**config.mk**
```make
export PLATFORM = sky130hd
export DESIGN_NAME = iis_rx_framer
export DESIGN_NICKNAME = d
export VERILOG_FILES = /design/src/rtl/iis_pkg.sv /design/src/rtl/iis_rx_shift.sv /design/src/rtl/iis_rx_framer.sv
export SDC_FILE = /design/constraint.sdc
export NUM_CORES = 1
export LEC_CHECK = 0
export ABC_CLOCK_PERIOD_IN_PS = 5000
export BUFFER_PORTS_ARGS = -buffer_cell sky130_fd_sc_hd__buf_2
export CAP_MARGIN = 15
export CORE_ASPECT_RATIO = 1.4
export CORE_MARGIN = 4
export CORE_UTILIZATION = 55
export DETAILED_ROUTE_END_ITERATION = 12
export PLACE_DENSITY_LB_ADDON = 0.1
export SYNTH_ARGS = -nofsm -noshare
export SYNTH_HDL_FRONTEND = slang
export SYNTH_SLANG_ARGS = --single-unit
```
**constraint.sdc**
```tcl
create_clock -name clk -period 5 [get_ports clk]
set_input_delay 0.75 -clock clk [delete_from_list [all_inputs] [get_ports clk]]
set_output_delay 0.75 -clock clk [all_outputs]
set_load 0.005 [all_outputs]
```
**src/rtl/iis_pkg.sv**
```systemverilog
// Shared types for the I2S / left-justified receive framer: FSM states,
// channel encodings and framing-mode encodings.
package iis_pkg;

    typedef enum logic [1:0] {
        IDLE  = 2'd0,
        SYNC  = 2'd1,
        SHIFT = 2'd2,
        SKIP  = 2'd3
    } rx_state_e;

    typedef enum logic {
        CH_LEFT  = 1'b0,
        CH_RIGHT = 1'b1
    } chan_e;

    typedef enum logic {
        MODE_LJ  = 1'b0,
        MODE_I2S = 1'b1
    } mode_e;

endpackage

```
**src/rtl/iis_rx_shift.sv**
```systemverilog
// MSB-first serial shifter with a bit counter; o_word is the sample that a
// shift this cycle would complete, o_last flags that this shift is the final bit.
module iis_rx_shift #(
    parameter int DATA_W = 16,
    parameter int CNT_W  = 6
) (
    input  logic              i_clk,
    input  logic              i_rst,
    input  logic              i_clear,
    input  logic              i_start,
    input  logic              i_shift,
    input  logic              i_sd,
    output logic [DATA_W-1:0] o_word,
    output logic              o_last
);

    logic [DATA_W-2:0] r_sr;
    logic [CNT_W-1:0]  r_cnt;

    assign o_word = {r_sr, i_sd};
    assign o_last = (r_cnt == CNT_W'(DATA_W - 1));

    // i_start takes priority so a slot can restart in the cycle the previous word ends.
    always_ff @(posedge i_clk or posedge i_rst) begin
        if (i_rst) begin
            r_sr  <= '0;
            r_cnt <= '0;
        end else if (i_clear) begin
            r_sr  <= '0;
            r_cnt <= '0;
        end else if (i_start) begin
            r_sr  <= {{(DATA_W-2){1'b0}}, i_sd};
            r_cnt <= CNT_W'(1);
        end else if (i_shift) begin
            r_sr  <= o_word[DATA_W-2:0];
            r_cnt <= r_cnt + CNT_W'(1);
        end
    end

endmodule

```
**src/rtl/iis_rx_framer.sv**
```systemverilog
// Serial audio receive framer (I2S or left-justified) with a valid/ready sample
// stream. Define IIS_RX_STATS_EN to build the saturating drop counter.
module iis_rx_framer
    import iis_pkg::*;
#(
    parameter int DATA_W  = 16,
    parameter int SLOT_W  = 32,
    parameter bit LEFT_WS = 1'b0
) (
    input  logic              clk,
    input  logic              rst,
    input  logic              rx_en,
    input  logic              ws,
    input  logic              sd,
    input  logic              mode_i2s,
    input  logic              mono,
    input  logic [31:0]       target_num,
    output logic [DATA_W-1:0] out_data,
    output logic              out_chan,
    output logic              out_valid,
    input  logic              out_ready,
    output logic [31:0]       receive_num,
    output logic              receive_finish,
    output logic              overrun,
    output logic              frame_err,
    output logic [15:0]       drop_cnt,
    output rx_state_e         dbg_state
);

    localparam int CNT_W = $clog2(SLOT_W + 1);

    rx_state_e         r_state, w_next;
    chan_e             r_chan, w_ws_chan;
    logic              r_ws_q;
    logic              w_edge, w_take;
    logic              w_start, w_shift, w_clear, w_last, w_done, w_ferr;
    logic              w_load, w_drop;
    logic [DATA_W-1:0] w_word;
    logic [31:0]       w_num_inc;
    logic [DATA_W-1:0] r_out_data;
    logic              r_out_chan, r_out_valid, r_finish, r_overrun, r_frame_err;
    logic [31:0]       r_receive_num;

    assign w_edge    = (ws != r_ws_q);
    assign w_ws_chan = (ws == LEFT_WS) ? CH_LEFT : CH_RIGHT;
    assign w_take    = (w_ws_chan == CH_LEFT) || !mono;

    iis_rx_shift #(
        .DATA_W (DATA_W),
        .CNT_W  (CNT_W)
    ) u_shift (
        .i_clk   (clk),
        .i_rst   (rst),
        .i_clear (w_clear),
        .i_start (w_start),
        .i_shift (w_shift),
        .i_sd    (sd),
        .o_word  (w_word),
        .o_last  (w_last)
    );

    always_ff @(posedge clk or posedge rst) begin
        if (rst) begin
            r_state <= IDLE;
            r_ws_q  <= 1'b0;
        end else begin
            r_state <= w_next;
            r_ws_q  <= ws;
        end
    end

    // An edge coinciding with the final bit completes the word and restarts,
    // which is the normal case in I2S when the slot is exactly DATA_W long.
    always_comb begin
        w_next  = r_state;
        w_start = 1'b0;
        w_shift = 1'b0;
        w_clear = 1'b0;
        w_ferr  = 1'b0;
        w_done  = 1'b0;
        if (!rx_en) begin
            w_next  = IDLE;
            w_clear = 1'b1;
        end else begin
            if (r_state == SHIFT) begin
                if (w_edge && !w_last) begin
                    w_ferr = 1'b1;
                end else begin
                    w_shift = 1'b1;
                    w_done  = w_last;
                    if (w_last) w_next = SKIP;
                end
            end else if (r_state == SYNC) begin
                if (w_edge) begin
                    w_ferr = 1'b1;
                end else begin
                    w_start = 1'b1;
                    w_next  = SHIFT;
                end
            end
            if (w_edge) begin
                if (!w_take) begin
                    w_next = SKIP;
                end else if (mode_i2s == MODE_I2S) begin
                    w_next = SYNC;
                end else begin
                    w_start = 1'b1;
                    w_next  = SHIFT;
                end
            end
        end
    end

    always_ff @(posedge clk or posedge rst) begin
        if (rst) begin
            r_chan <= CH_LEFT;
        end else if (rx_en && w_edge) begin
            r_chan <= w_ws_chan;
        end
    end

    assign w_num_inc = r_receive_num + 32'd1;
    assign w_load    = w_done && (!r_out_valid || out_ready);
    assign w_drop    = w_done && r_out_valid && !out_ready;

    always_ff @(posedge clk or posedge rst) begin
        if (rst) begin
            r_out_data    <= '0;
            r_out_chan    <= 1'b0;
            r_out_valid   <= 1'b0;
            r_receive_num <= '0;
            r_finish      <= 1'b0;
            r_overrun     <= 1'b0;
            r_frame_err   <= 1'b0;
        end else if (!rx_en) begin
            r_out_valid   <= 1'b0;
            r_receive_num <= '0;
            r_finish      <= 1'b0;
            r_overrun     <= 1'b0;
            r_frame_err   <= 1'b0;
        end else begin
            r_finish <= 1'b0;
            if (w_load) begin
                r_out_data  <= w_word;
                r_out_chan  <= r_chan;
                r_out_valid <= 1'b1;
                if ((target_num != 32'd0) && (w_num_inc == target_num)) begin
                    r_receive_num <= '0;
                    r_finish      <= 1'b1;
                end else begin
                    r_receive_num <= w_num_inc;
                end
            end else if (r_out_valid && out_ready) begin
                r_out_valid <= 1'b0;
            end
            if (w_drop) r_overrun   <= 1'b1;
            if (w_ferr) r_frame_err <= 1'b1;
        end
    end

`ifdef IIS_RX_STATS_EN
    logic [15:0] r_drop_cnt;

    always_ff @(posedge clk or posedge rst) begin
        if (rst) begin
            r_drop_cnt <= '0;
        end else if (!rx_en) begin
            r_drop_cnt <= '0;
        end else if (w_drop && (r_drop_cnt != 16'hFFFF)) begin
            r_drop_cnt <= r_drop_cnt + 16'd1;
        end
    end

    assign drop_cnt = r_drop_cnt;
`else
    assign drop_cnt = 16'd0;
`endif

    assign out_data       = r_out_data;
    assign out_chan       = r_out_chan;
    assign out_valid      = r_out_valid;
    assign receive_num    = r_receive_num;
    assign receive_finish = r_finish;
    assign overrun        = r_overrun;
    assign frame_err      = r_frame_err;
    assign dbg_state      = r_state;

endmodule

```
* Word level (Yosys, flattened, before mapping)
Cells that the tools add are included.
** Word-level totals
- Register bits after elaboration :: 78
- Bits of input ports :: 40
- Logic and storage cells :: 90
** Cells by class
- Add/subtract/negate cells :: 2
- Eq/ne operators :: 13
- Multiplexer cells :: 46
- Bitwise logic cells :: 1
- Reduce and logical (&&, ||, !) cells :: 16
** Operators with widths (count)
- 32-bit 2-to-1 mux :: 3
- 15-bit 2-to-1 mux :: 3
- 32-bit by 1-bit adder with 32-bit output (second input constant) :: 1
- 32-bit == test :: 1
- 32-bit nonzero test :: 1
- 1-bit 2-to-1 mux :: 29
- 6-bit 2-to-1 mux :: 3
- 2-bit 2-to-1 mux :: 8
- 4-bit inequality test (second input constant) :: 2
- 1-bit logical AND :: 7
- 6-bit by 1-bit adder with 6-bit output (second input constant) :: 1
- 6-bit by 4-bit == test with 1-bit output (second input constant) :: 1
- 2-bit by 1-bit inequality test with 1-bit output (second input constant) :: 3
- 3-bit by 1-bit inequality test with 1-bit output (second input constant) :: 2
- 1-bit logical NOT :: 4
- 4-bit by 1-bit inequality test with 1-bit output (second input constant) :: 1
- 3-bit AND reduction :: 1
- 2-bit by 1-bit == test with 1-bit output (second input constant) :: 1
- 2-bit == test (second input constant) :: 1
- 1-bit logical OR :: 2
- 2-bit AND reduction :: 1
- 1-bit inequality test :: 1
- 1-bit NOT :: 1

* Depth between registers and ports, before layout
Gate-level depths: netlist of the first run.
- Depth in word-level cells :: 10
- Gate-level depth with buffers :: 12
- Depth with buffers taken out :: 9

* Hierarchy
From an unflattened synthesis of the first run, not the netlist that was laid out.
** Unflattened totals
- Cell total of the unflattened synthesis :: 558
- Area, all modules :: 5009.8 um2
** Modules (own cells, without submodules)
- iis_rx_framer :: instances 1, cells an instance 476, area each 4098.9 um2
- iis_rx_shift :: instances 1, cells an instance 82, area each 910.9 um2

* Worst setup path before layout of the first run
No wires, ideal clock.
- Path type :: reg2reg
- Start :: register r_receive_num[1], in the netlist receive_num[1]
- End :: register r_receive_num[17], in the netlist receive_num[17]
- Arrival time :: 3103 ps
- Required time :: 4877 ps
- Path slack :: 1774 ps
- Cell stages (with the launch flop) :: 12
- Path buffers :: 3
- Period minus slack after synthesis :: 3226 ps
- Cells stage by stage :: dfrtp_1 ha_1 buf_2 nand4_1 nor3_1 nand4_1 a311o_1 or4_1 buf_6 nor3_4 buf_6 nor3b_2
** Between the ends
- Word-level cells in the longest chain between the ends :: 6
** Ends and longest elaborated chain
- start, declared :: line iis_rx_framer.sv:42 : logic [31:0] r_receive_num;
- start signal, assigned :: line iis_rx_framer.sv:151 : r_receive_num <= w_num_inc;
- 32-bit by 1-bit adder with 32-bit output (*) :: line iis_rx_framer.sv:122 : assign w_num_inc = r_receive_num + 32'd1;
- 32-bit == test :: line iis_rx_framer.sv:147 : if ((target_num != 32'd0) && (w_num_inc == target_num)) begin
- 1-bit logical AND :: line iis_rx_framer.sv:147
- 32-bit 2-to-1 mux (*) :: line iis_rx_framer.sv:147
- 32-bit 2-to-1 mux (*) :: line iis_rx_framer.sv:143 : if (w_load) begin
- 32-bit 2-to-1 mux (*) :: line iis_rx_framer.sv:135 : end else if (!rx_en) begin
Mark *: on every way between the ends. The rest lies on a longest branch, timed or not. The select of a mux whose other input is x is not followed.
A chain may end at the register's enable or synchronous reset.

* Final worst setup path of the first run
- Start :: register r_receive_num[0], in the netlist receive_num[0]
- End :: register r_receive_num[5], in the netlist receive_num[5]
Same word-level chain as after synthesis.

==> reports/results.txt, run 1 <==
At the placement stage, the worst setup path has a slack of 0.813 ns. The clock passes through at most 2 buffers. The tools report the HPWL after detailed placement as 10,100 um.

The tools report the number of buffers inserted by hold repair at cts as 0. For this run, the post-layout net count is 709. The layout overhead on the synthesized area came out at 14.3%. In the synthesized netlist, the cells that appear most often are sky130_fd_sc_hd__nand2_1 (130), sky130_fd_sc_hd__dfrtp_1 (78), sky130_fd_sc_hd__xnor2_1 (43). Entering global routing, the biggest net connects 42 pins. The run gives 4,423 as the number of global-route vias before repair.

The critical path is of the reg2reg type. In this run the post-CTS setup repair buffer count came out at 0. The most common cell in the synthesized netlist is sky130_fd_sc_hd__nand2_1. The run gives 9 as the TritonCTS buffer count. TritonCTS built the clock tree. Input and output buffers added on the ports amount to 94.

After synthesis the netlist holds a flip-flop and latch count of 78. The register clock-pin slew on the reported worst setup and hold paths came out at 0.06 ns. For the first-pass GRT wire length, the log shows 22,100 um. Counting every instance in the synthesized netlist gives 592.

The clock network accounts for 48.7% of the total power. The logs give 0 for the yosys synthesis warning count and 235 MHz for the timing-limited maximum frequency. The initial utilization of the core area, before any placement, comes to 56.5%. Number of pins with negative max-slew slack in the final report: 0. In the global route stage, met2 resource usage came out at 43.7%.

In the global route stage, met3 resource usage came out at 4.47%. Across the VDD grid, the largest voltage drop is 0.000217 V. For the worst-skew pair, the clock arrives at the later sink with an insertion delay of 0.34 ns.

The run gives 0.361 mW as the power dissipated by switching net loads. Dividing the detail-routed wire length by the instance count gives 17.7 um. Setup violations remaining at the end of the flow were counted as 0. Fraction of synthesis flops using an asynchronous set or reset pin: 100%.

The post-synthesis cell type with the largest combined area was sky130_fd_sc_hd__dfrtp_1. The logs give 5100 um^2 for the mapped cell area and 38.3% for the fraction of the yosys area taken by sequential cells. In this run the core area contains 41 standard-cell rows. The worst min-delay path category was reg2reg. The congestion estimate from routability-driven global placement came to 0.929. The tools report the share of total power in combinational logic as 8.4%. The final layout contains routed wiring with a total length of 13,800 um. The logs give 5 for the detailed-router iteration count before antenna repair and 45.3% for the normalized max-slew margin. For the pin with the worst max-slew slack, the measured transition is 0.819 ns. The filler cells instantiated in the layout total 787. The core area came out at 9030 um^2.

The synthesized area per cell works out to 8.62 um^2. Of the total power, the share spent switching nets is 24.1%. The flow ran to the end, and the final reports show no timing, DRC or antenna violations.

The routed design could run at a clock period as short as 4.25 ns. The tools report the total DRC errors in the routed layout as 0. Of the total power, registers draw 42.9%. The top cell type by area accounts for 38.3% of the synthesized area.

Post-CTS repair changed the size of 0 cells. In the final layout, the share of cells above drive strength 1 is 21.3%. Yosys attributes the largest share of cell area to sky130_fd_sc_hd__dfrtp_1 (38%), sky130_fd_sc_hd__nand2_1 (9.6%), sky130_fd_sc_hd__xnor2_1 (7.4%).

Cell internal power was estimated by the tool at 1.14 mW. The logs give 0 for the number of antenna violations at the first check in global routing and 61 for the number of distinct library cells after synthesis. The total count of hold-check failures in the final report came out at 0.

In this run the static leakage power is 2.65 nW. Across the routed clock network, the largest skew measured is 0.00498 ns. The routed layout has 4,538 vias. The logs give 0 for the count of nets left with antenna violations after detail routing and 3 for the H-tree depth reported by CTS. Leading register cell type out of synthesis: sky130_fd_sc_hd__dfrtp_1. At the worst endpoint, the arrival time is 4.46 ns. Global routing consumed, on the met1 layer, 33.2% of the routing resources. Setup repair after global routing left no endpoint under its margin.

Max-cap violations in this run came to 0. Dividing the detail-routed via count by the number of cells gives 5.84. The die covers 10,900 um^2. The setup total negative slack is 0 ns, and the clock sink count is 78. For the data required time of the worst path, the log shows 5.21 ns. The run gives 0 as the residual overflow from global routing.

The run gives 26.3% as the total global routing track utilization. The x dimension of the die was 89.4 um; the overall die height was 122 um. The cell sitting at the root of the clock tree is a sky130_fd_sc_hd__clkbuf_16. The repair_antennas step left the layout with diodes totalling 0. Category of the worst setup path capture point: a register.

Of all nets on the critical path, the largest fanout is 19. The worst setup path is launched from a register. In the finished design, the share of the clock period the worst path needs comes to 85.0%.

The post-layout worst setup margin is 0.751 ns. In this run the power density over the cells is 257 nW/um^2. The count of routing violations after the opening detailed-route iteration was 292.

The global-route layer with the greatest usage was met2. The synthesized design contains 0 enable-type register cells. The I/O pin count came out at 111.
worst max-delay path, stage by stage, from the launching register on:
cell and delay [ns]:
sky130_fd_sc_hd__dfrtp_1 0.52, sky130_fd_sc_hd__ha_1 0.42, sky130_fd_sc_hd__nand4_1 0.23, sky130_fd_sc_hd__nor3_1 0.56, sky130_fd_sc_hd__nand4_1 0.31, sky130_fd_sc_hd__a311o_1 0.41
sky130_fd_sc_hd__or4_1 0.74, sky130_fd_sc_hd__nor3_4 0.40, sky130_fd_sc_hd__buf_4 0.39, sky130_fd_sc_hd__nor3b_1 0.11
routing by layer:
| layer | vias to the layer above | share of wire [%] |
|---|---|---|
| li1 | 2161 | - |
| met1 | 2174 | 41 |
| met2 | 170 | 50 |
| met3 | 33 | 6.3 |
| met4 | 0 | 3.2 |
| met5 | - | 0 |
cells by family (layout without fill, tap and decap cells):
family,Yosys count,in the layout,share of synthesized area (%)
xor+xnor,70,70,12.0
compound gates,73,73,9.86
other cells,1,16,0.0735
mux,4,4,0.785
flops,78,78,38.3
simple gates,298,298,31.3
buf+inv,64,127,6.74
fa+ha+maj,4,4,0.981
worst paths after layout:
path	depth (start not counted)	startpoint	slack (ns)	end
max in group asynchronous	3	rst	3.41	out_data[5]
min in group asynchronous	2	rst	0.57	overrun
worst min register to register	2	out_data[7]	0.47	out_data[7]
worst min-delay path	2	out_data[7]	0.47	out_data[7]
worst max register to register	9	receive_num[0]	0.75	receive_num[5]
worst max-delay path	9	receive_num[0]	0.75	receive_num[5]
sequential cells by signal, indices dropped and copies added, names as in the netlist:
| signal | cells |
|---|---|
| dbg_state | 2 |
| frame_err | 1 |
| out_chan | 1 |
| out_data | 16 |
| out_valid | 1 |
| overrun | 1 |
| r_chan | 1 |
| r_ws_q | 1 |
| receive_finish | 1 |
| receive_num | 32 |
| u_shift.r_cnt | 6 |
| u_shift.r_sr | 15 |
cell type report:
cell class	instances	area, um^2	share of cell area, %
Clock buffer	10	239	4.10
Clock inverter	6	92.6	1.59
Inverter	12	45.0	0.772
Multi-Input combinational cell	465	2860	49.1
Sequential cell	78	1950	33.5
Tap cell	107	134	2.30
Timing Repair Buffer	99	508	8.71
stage by stage:
step	power (mW)	cells	util [%]	hold WS, ns	instance area (um^2)
global placement	0.778	760	60.8	0.456	5490
floorplan	0.740	607	-	0.439	5160
finish	1.50	777	64.6	0.473	5830
detailed placement	0.780	760	60.8	0.458	5490
CTS	1.51	776	64.5	0.474	5820
global route	1.55	777	64.6	0.493	5830
power by group through the flow:
stage | registers (mW) | logic, mW | clock network (mW)
finish | 0.644 | 0.126 | 0.731
global placement | 0.655 | 0.123 | 0
global route | 0.645 | 0.141 | 0.765
CTS | 0.644 | 0.126 | 0.737
floorplan | 0.654 | 0.0865 | 0
detailed placement | 0.655 | 0.125 | 0
cell usage in the layout, fill, tap and decap left out, types with 3 or more instances in the layout:
master / netlist / final
sky130_fd_sc_hd__a31oi_1: 3 / 3
sky130_fd_sc_hd__and2_1: 6 / 6
sky130_fd_sc_hd__dfrtp_1: 78 / 78
sky130_fd_sc_hd__clkbuf_16: 0 / 9
sky130_fd_sc_hd__mux2i_1: 4 / 4
sky130_fd_sc_hd__nand4_1: 19 / 19
sky130_fd_sc_hd__o21a_1: 5 / 5
sky130_fd_sc_hd__buf_2: 10 / 94
sky130_fd_sc_hd__nor3b_2: 19 / 19
sky130_fd_sc_hd__and3_1: 8 / 8
sky130_fd_sc_hd__nor3b_1: 6 / 6
sky130_fd_sc_hd__nor3_1: 12 / 12
sky130_fd_sc_hd__o221ai_1: 5 / 5
sky130_fd_sc_hd__o211ai_1: 5 / 5
sky130_fd_sc_hd__a21boi_0: 5 / 5
sky130_fd_sc_hd__o311ai_0: 3 / 3
sky130_fd_sc_hd__o2111ai_1: 3 / 3
sky130_fd_sc_hd__nor2_1: 41 / 41
sky130_fd_sc_hd__o21ai_0: 8 / 8
sky130_fd_sc_hd__nor2b_1: 4 / 4
sky130_fd_sc_hd__and4_1: 5 / 5
sky130_fd_sc_hd__conb_1: 1 / 16
sky130_fd_sc_hd__nand2_1: 130 / 130
sky130_fd_sc_hd__inv_1: 12 / 11
sky130_fd_sc_hd__nand3_1: 14 / 14
sky130_fd_sc_hd__buf_4: 16 / 5
sky130_fd_sc_hd__xor2_1: 27 / 27
sky130_fd_sc_hd__a21oi_1: 21 / 21
sky130_fd_sc_hd__ha_1: 4 / 4
sky130_fd_sc_hd__or3_1: 3 / 3
sky130_fd_sc_hd__xnor2_1: 43 / 43
sky130_fd_sc_hd__nor4_1: 13 / 13
sky130_fd_sc_hd__or4_1: 3 / 3
Note: power is estimated with default switching activity, not from simulation.
==> run 2, diff against run 1 <==
ABC_CLOCK_PERIOD_IN_PS = 4400   (was 5000)
clock period = 4.4 ns   (was 5 ns; I/O delays follow)
==> reports/results.txt, run 2 (synthesis results as in run 1) <==
The run finished with clean final reports. Internal power comes to 1.16 mW. After clock tree synthesis, the flow added hold-fix buffers numbering 0. The element type at the critical path start was a register. Post-CTS timing repair inserted 0 buffers for setup. At the end of routability-driven placement, the weighted congestion stood at 0.910. Across all hold checks on the routed design, the worst slack comes to 0.471 ns. The number of cells on the worst hold path came out at 2.

The number of vias per cell after detailed routing works out to 5.85. In this run the power spent charging and discharging nets is 0.402 mW. The number of diodes added for antenna fixing was 0. After routing, the total negative slack on setup checks comes to 0 ns. Startpoint of the most critical register-to-register path: receive_num[0]. The number of antenna violations at the first check in global routing is 0, and the clock latency at the later pin of the worst-skew pair is 0.34 ns. The logs give 9.2% for the share of total power in combinational logic and 111 for the I/O pin count. Of the cells placed in the final design, the portion with a size suffix greater than 1 is 21.9%. The area growth from synthesis to layout is 13.9%.

The beginning of the critical path was receive_num[0]. The register with the most flip-flops in the layout has 32 of them. Clock tree synthesis selected as its root buffer the cell sky130_fd_sc_hd__clkbuf_16. Of the total power, the share spent switching nets is 25.8%.

The count of nets left with antenna violations once routing finished came out at 0. The wire-length estimate of the detail-placed layout is 9830 um. For this design, the sink count on the clock tree is 78.

The TritonCTS buffer count came out at 9. After the last flow step, the layout net total stands at 715. For this design the ratio of total power to cell area is 268 nW/um^2. The peak ir drop on the vdd network is 0.000331 V.

The class of the most critical setup path is reg2reg. In this run the standard cell core region covers 9030 um^2. Setup repair after global routing left no endpoint under its margin.

The leakage power total is 2.65 nW, and the max-cap check violation count is 0. Per report_power, the sequential group accounts for 47.0% of the total. The floorplan step set the die height to 122 um. Number of rows created at floorplan: 41. The number of buffers added on ports is 94, and the data required time of the worst path is 4.60 ns.

Leaving out fill and tap cells, the most frequent cell in the layout is sky130_fd_sc_hd__nand2_1. Summed over all layers, the routed wires come to 13,700 um. The final critical-path required period came out at 4.01 ns.

The register clock-pin slew on the reported worst setup and hold paths was 0.06 ns; the worst-case register-to-register setup slack was 0.39 ns. The number of global-route vias before repair is 4,302. The sequential standard cell area was 1950 um^2.

Entering global routing, the biggest net connects 45 pins. In the layout the commonest cells are sky130_fd_sc_hd__nand2_1 (130), sky130_fd_sc_hd__buf_2 (94), sky130_fd_sc_hd__dfrtp_1 (78). The timing-limited maximum frequency was 249 MHz. The starting density of the core is 56.5%, and the transition time of the tightest slew-check pin is 0.897 ns.

Global routing consumed, over all layers together, 25.4% of the routing resources. The proportion of power drawn by the clock network is 43.8%, and the maximum fanout count along the critical path is 24. The tools report the end of the worst register-to-register path as receive_num[4]. TritonCTS built the clock tree. The worst pin sits at a relative slew slack of 40.1%. The launch point of the worst hold path is out_data[7]. The clock passes through at most 2 buffers. Setup violations remaining at the end of the flow were counted as 0. The total count of hold-check failures in the final report is 0.

The path with the worst hold slack has its endpoint at out_data[7]. The tools report the worst-case clock skew as 0.0105 ns. The count of routing violations after the opening detailed-route iteration was 227. After filler insertion, the fill cell instance count of the layout stands at 821.

The data arrival time of the critical path is 4.21 ns. The final cycle utilization of the critical path was 91.2%; the number of pins with negative max-slew slack in the final report was 0. Dividing the detail-routed wire length by the instance count gives 17.5 um. The die is 89.4 um wide. The pre-antenna-repair detailed-routing pass consisted of 5 iterations. The die outline area was 10,900 um^2.

The worst hold path belongs to the class reg2reg. Gates resized during post-CTS repair numbered 0. Summing all multi-input logic gate instances after layout gives 2860 um^2.

The total DRC errors in the routed layout was 0. For the worst flop-to-flop path, the logic depth is 11. The category of the worst setup path capture point is a register.

Residual overflow from global routing: 0. The run gives 3 as the H-tree depth reported by CTS. The first global-routing pass estimated 21,300 um of wire.

The routed layout has 4,572 vias.
==> run 2: cell count changes in the layout (fill, tap and decap cells not counted), sizes merged <==
cell,previous run,this run
clkinvlp,2,1
buf,99,105
inv,14,12
bufinv,2,0
clkbuf,10,9
clkinv,0,5
==> run 2: metal layers <==
metal	global-route usage (%)	vias up	wire (um)
met5	0	-	0
met4	8.10	0	320
met3	3.99	19	762
met2	44.8	158	7110
met1	31.1	2219	5470
li1	-	2176	-
==> run 2: through the flow <==
step | area (um^2) | total power, mW | cells | util [%] | setup WS (ns)
detailed placement | 5540 | 0.887 | 766 | 61.3 | 0.437
global route | 5810 | 1.62 | 782 | 64.4 | 0.180
floorplan | 5160 | 0.841 | 607 | - | 1.17
CTS | 5800 | 1.57 | 781 | 64.3 | 0.413
global placement | 5540 | 0.885 | 766 | 61.3 | 0.463
finish | 5810 | 1.56 | 782 | 64.4 | 0.389
==> run 2: worst max-delay path, stage by stage (launching register included) <==
cell                      delay [ns]
sky130_fd_sc_hd__dfrtp_1        0.53
sky130_fd_sc_hd__ha_1           0.40
sky130_fd_sc_hd__nand4_1        0.27
sky130_fd_sc_hd__nor4_1         0.47
sky130_fd_sc_hd__buf_4          0.20
sky130_fd_sc_hd__nand2_1        0.17
sky130_fd_sc_hd__nor4b_1        0.34
sky130_fd_sc_hd__o22ai_1        0.10
sky130_fd_sc_hd__or4_1          0.67
sky130_fd_sc_hd__nor3_4         0.20
sky130_fd_sc_hd__buf_4          0.40
sky130_fd_sc_hd__nor3b_1        0.10
==> run 2: power groups by stage <==
stage	Combinational [mW]	Clock [mW]	Sequential, mW
floorplan	0.0983	0	0.743
detailed placement	0.142	0	0.745
finish	0.144	0.683	0.732
global placement	0.140	0	0.744
CTS	0.143	0.693	0.732
global route	0.162	0.724	0.733
==> run 2: layout make-up <==
| class | instances | area share (%) |
|---|---|---|
| repair buffers | 105 | 9.52 |
| clock buffers | 9 | 3.88 |
| multi-input cells | 465 | 49.2 |
| flip-flops and latches | 78 | 33.6 |
| clock inverters | 6 | 0.689 |
| inverters | 12 | 0.775 |
| well taps | 107 | 2.30 |
==> run 2: worst max path at each step <==
stage | to | cells after the start
after detailed placement | receive_num[30] | 11
after global routing | receive_num[4] | 11
after CTS | receive_num[30] | 11
final | receive_num[4] | 11
after global placement | receive_num[5] | 11
after floorplan | receive_num[17] | 11
==> run 3, diff against run 2 <==
SETUP_SLACK_MARGIN = 0.5   (was not set)
==> reports/results.txt, run 3 (synthesis results as in run 1) <==
The flow ran to the end, and the final reports show no timing, DRC or antenna violations. The die is 89.4 um wide. After clock tree synthesis, the clock-pin slew on the worst setup and hold paths is 0.06 ns. The number of vias per cell after detailed routing works out to 5.77. The final setup violation count was 0. Critical-path cell with the highest stage delay: sky130_fd_sc_hd__or4_1.

For the final database, setup skew stands at 0.0115 ns. Cells with a size suffix above 1 make up 22.2% of the layout. Based on the critical path, the design can be clocked at up to 271 MHz.

STA classifies the critical path endpoint as a register. Element type at the critical path start: a register. Net switching is 25.8% of the power. In this run the clock root is driven by a sky130_fd_sc_hd__clkbuf_16. Total power divided by cell area: 268 nW/um^2.

STA puts the critical path data arrival time at 3.90 ns. The clock reaches the later pin of the worst-skew pair after 0.34 ns. Headroom to the max-slew limit came out at 40.0%. The run gives 10,900 um^2 as the die outline area. For the worst setup path, the data required time is 4.61 ns. The final cycle utilization of the critical path came out at 84.0%. VDD sags by at most 0.000331 V.

The run gives 4,302 as the number of global-route vias before repair. In this run the worst path has a maximum fanout of 24. The clock sink count was 78.

The analysis attributes to net switching a power of 0.403 mW. Detailed placement finished with a half-perimeter wire length of 9830 um. For this configuration, the core starts out at a cell density of 56.5%. The register with the most flip-flops in the layout has 32 of them. For the detailed-router iteration count before antenna repair, the log shows 5. For the maximum clock path buffer count, the log shows 2.

After layout, the design draws a total of 1.56 mW. The number of buffer and inverter instances along the worst setup path is 1, and the number of rows created at floorplan is 41. The total routed wirelength is 13,700 um, and the total global routing track utilization is 25.4%. Core area: 9030 um^2. For this run, the share of the core covered by cells in the final layout is 64.5%. Per report_power, the clock group accounts for 43.8% of the total.

The library cells used most frequently in the layout, excluding fill and tap cells, are sky130_fd_sc_hd__nand2_1 (130), sky130_fd_sc_hd__buf_2 (94), sky130_fd_sc_hd__dfrtp_1 (78). The critical path goes through and4_1 > and4_1 > nand3_4 > or4b_1 > a22o_1 > or4_1 > nor3_4 > buf_6 > nor3b_1. Setup repair after global routing left no endpoint under its margin. The repair_antennas step left the layout with diodes totalling 0. The total count of hold-check failures in the final report was 0. The kind of cell with the highest combined delay along the critical path is simple AND/OR/NAND/NOR gates. The finished layout holds 782 standard cells, fillers aside. After clock tree synthesis, the setup repair step added 0 buffers. The overall die height is 122 um. Routed wirelength normalized by instance count: 17.6 um. The number of antenna violations at the first check in global routing is 0. The delay of the slowest cell on the worst path came out at 0.76 ns.

Global routing finished with a remaining overflow of 0. For the maximum number of pins on one net before global-route repair, the log shows 45. The total placed cells including tap cells was 766; the first-pass GRT wire length was 21,300 um.

The run gives 821 as the final-layout fill cell count. Class of the most critical setup path: reg2reg. The run gives 0 as the number of pins with negative max-slew slack in the final report. Across the run, the number of max-cap violations was 0. After the first detailed-routing iteration, the DRC count stood at 276. Detailed routing inserted a total of 4,511 vias.

In this run the remaining antenna-violating nets after routing total 0. Leaving out fill and tap cells, the most frequent cell in the layout is sky130_fd_sc_hd__nand2_1. In this run the worst hold path is classified as reg2reg. Summed over all cells, the static leakage comes to 2.65 nW. The congestion estimate from routability-driven global placement came to 0.910. Counting the buffers created by CTS gives 9. The final layout contains 715 nets. The final-layout worst hold slack is 0.471 ns. TritonCTS built the clock tree. Subtracting the final worst setup slack from the clock period gives 3.70 ns.

The H-tree was split into 3 levels. Cell internal power was estimated by the tool at 1.16 mW. Of the total power, registers draw 46.9%. The tools report the share of total power in combinational logic as 9.3%. The total DRC errors in the routed layout came out at 0. In this design, the critical path's most frequently occurring cell is sky130_fd_sc_hd__and4_1.

The number of buffers added on ports is 94, and the I/O pin count is 111. At the pin with the least slew margin, the transition time is 0.899 ns. Compared with the post-synthesis result, the final layout area differs by 14.1%. For the final routed database, the setup TNS stands at 0 ns.
-- run 3: cell types whose count changed in the layout (fill, tap and decap cells not counted) --
cell / delta
sky130_fd_sc_hd__or4_4: +1
sky130_fd_sc_hd__buf_4: -1
sky130_fd_sc_hd__or4_1: -1
sky130_fd_sc_hd__buf_6: +1
sky130_fd_sc_hd__ha_2: +1
sky130_fd_sc_hd__ha_1: -1
-- run 3: area by class of cell --
class / instances / area, um^2 / share of cell area, %
Multi-Input combinational cell: 465 / 2870 / 49.3
Sequential cell: 78 / 1950 / 33.5
Timing Repair Buffer: 105 / 557 / 9.57
Clock buffer: 9 / 225 / 3.87
Tap cell: 107 / 134 / 2.30
Inverter: 12 / 45.0 / 0.774
Clock inverter: 6 / 40.0 / 0.688
-- run 3: worst register-to-register path: stages, from the launching register on --
cell	delay (ns)
sky130_fd_sc_hd__dfrtp_1	0.55
sky130_fd_sc_hd__and4_1	0.27
sky130_fd_sc_hd__and4_1	0.41
sky130_fd_sc_hd__nand3_4	0.15
sky130_fd_sc_hd__or4b_1	0.53
sky130_fd_sc_hd__a22o_1	0.24
sky130_fd_sc_hd__or4_1	0.76
sky130_fd_sc_hd__nor3_4	0.25
sky130_fd_sc_hd__buf_6	0.31
sky130_fd_sc_hd__nor3b_1	0.10
-- run 3: worst paths after layout --
kind / start / to / slack [ns] / depth (start not counted)
min reg2reg: out_data[7] / out_data[7] / 0.47 / 2
max: receive_num[0] / receive_num[4] / 0.70 / 9
min: out_data[7] / out_data[7] / 0.47 / 2
min in group asynchronous: rst / dbg_state[1] / 0.51 / 2
max in group asynchronous: rst / receive_num[8] / 2.87 / 3
max reg2reg: receive_num[0] / receive_num[4] / 0.70 / 9
-- run 3: power groups by stage --
stage | sequential (mW) | combinational (mW) | clock (mW)
2_1_floorplan | 0.743 | 0.0983 | 0
6_report | 0.732 | 0.144 | 0.683
4_1_cts | 0.732 | 0.143 | 0.693
5_1_grt | 0.733 | 0.162 | 0.724
3_3_place_gp | 0.744 | 0.140 | 0
3_5_place_dp | 0.745 | 0.142 | 0
-- run 3: metal layers --
layer / wire [um] / global-route usage, %
met3: 747 / 3.99
met1: 5500 / 31.1
met2: 7140 / 44.8
met4: 355 / 8.10
met5: 0 / 0
-- run 3: timing repair --
| action | CTS | global route |
|---|---|---|
| hold buffers | 0 | 0 |
| endpoints found under the setup margin | 23 | 27 |
| resized for setup | 1 | 2 |
-- run 3: stage by stage --
stage	cell area, um^2	setup slack, ns
floorplan	5160	1.17
CTS	5810	0.502
detailed placement	5540	0.437
finish	5820	0.705
global route	5820	0.521
global placement	5540	0.463
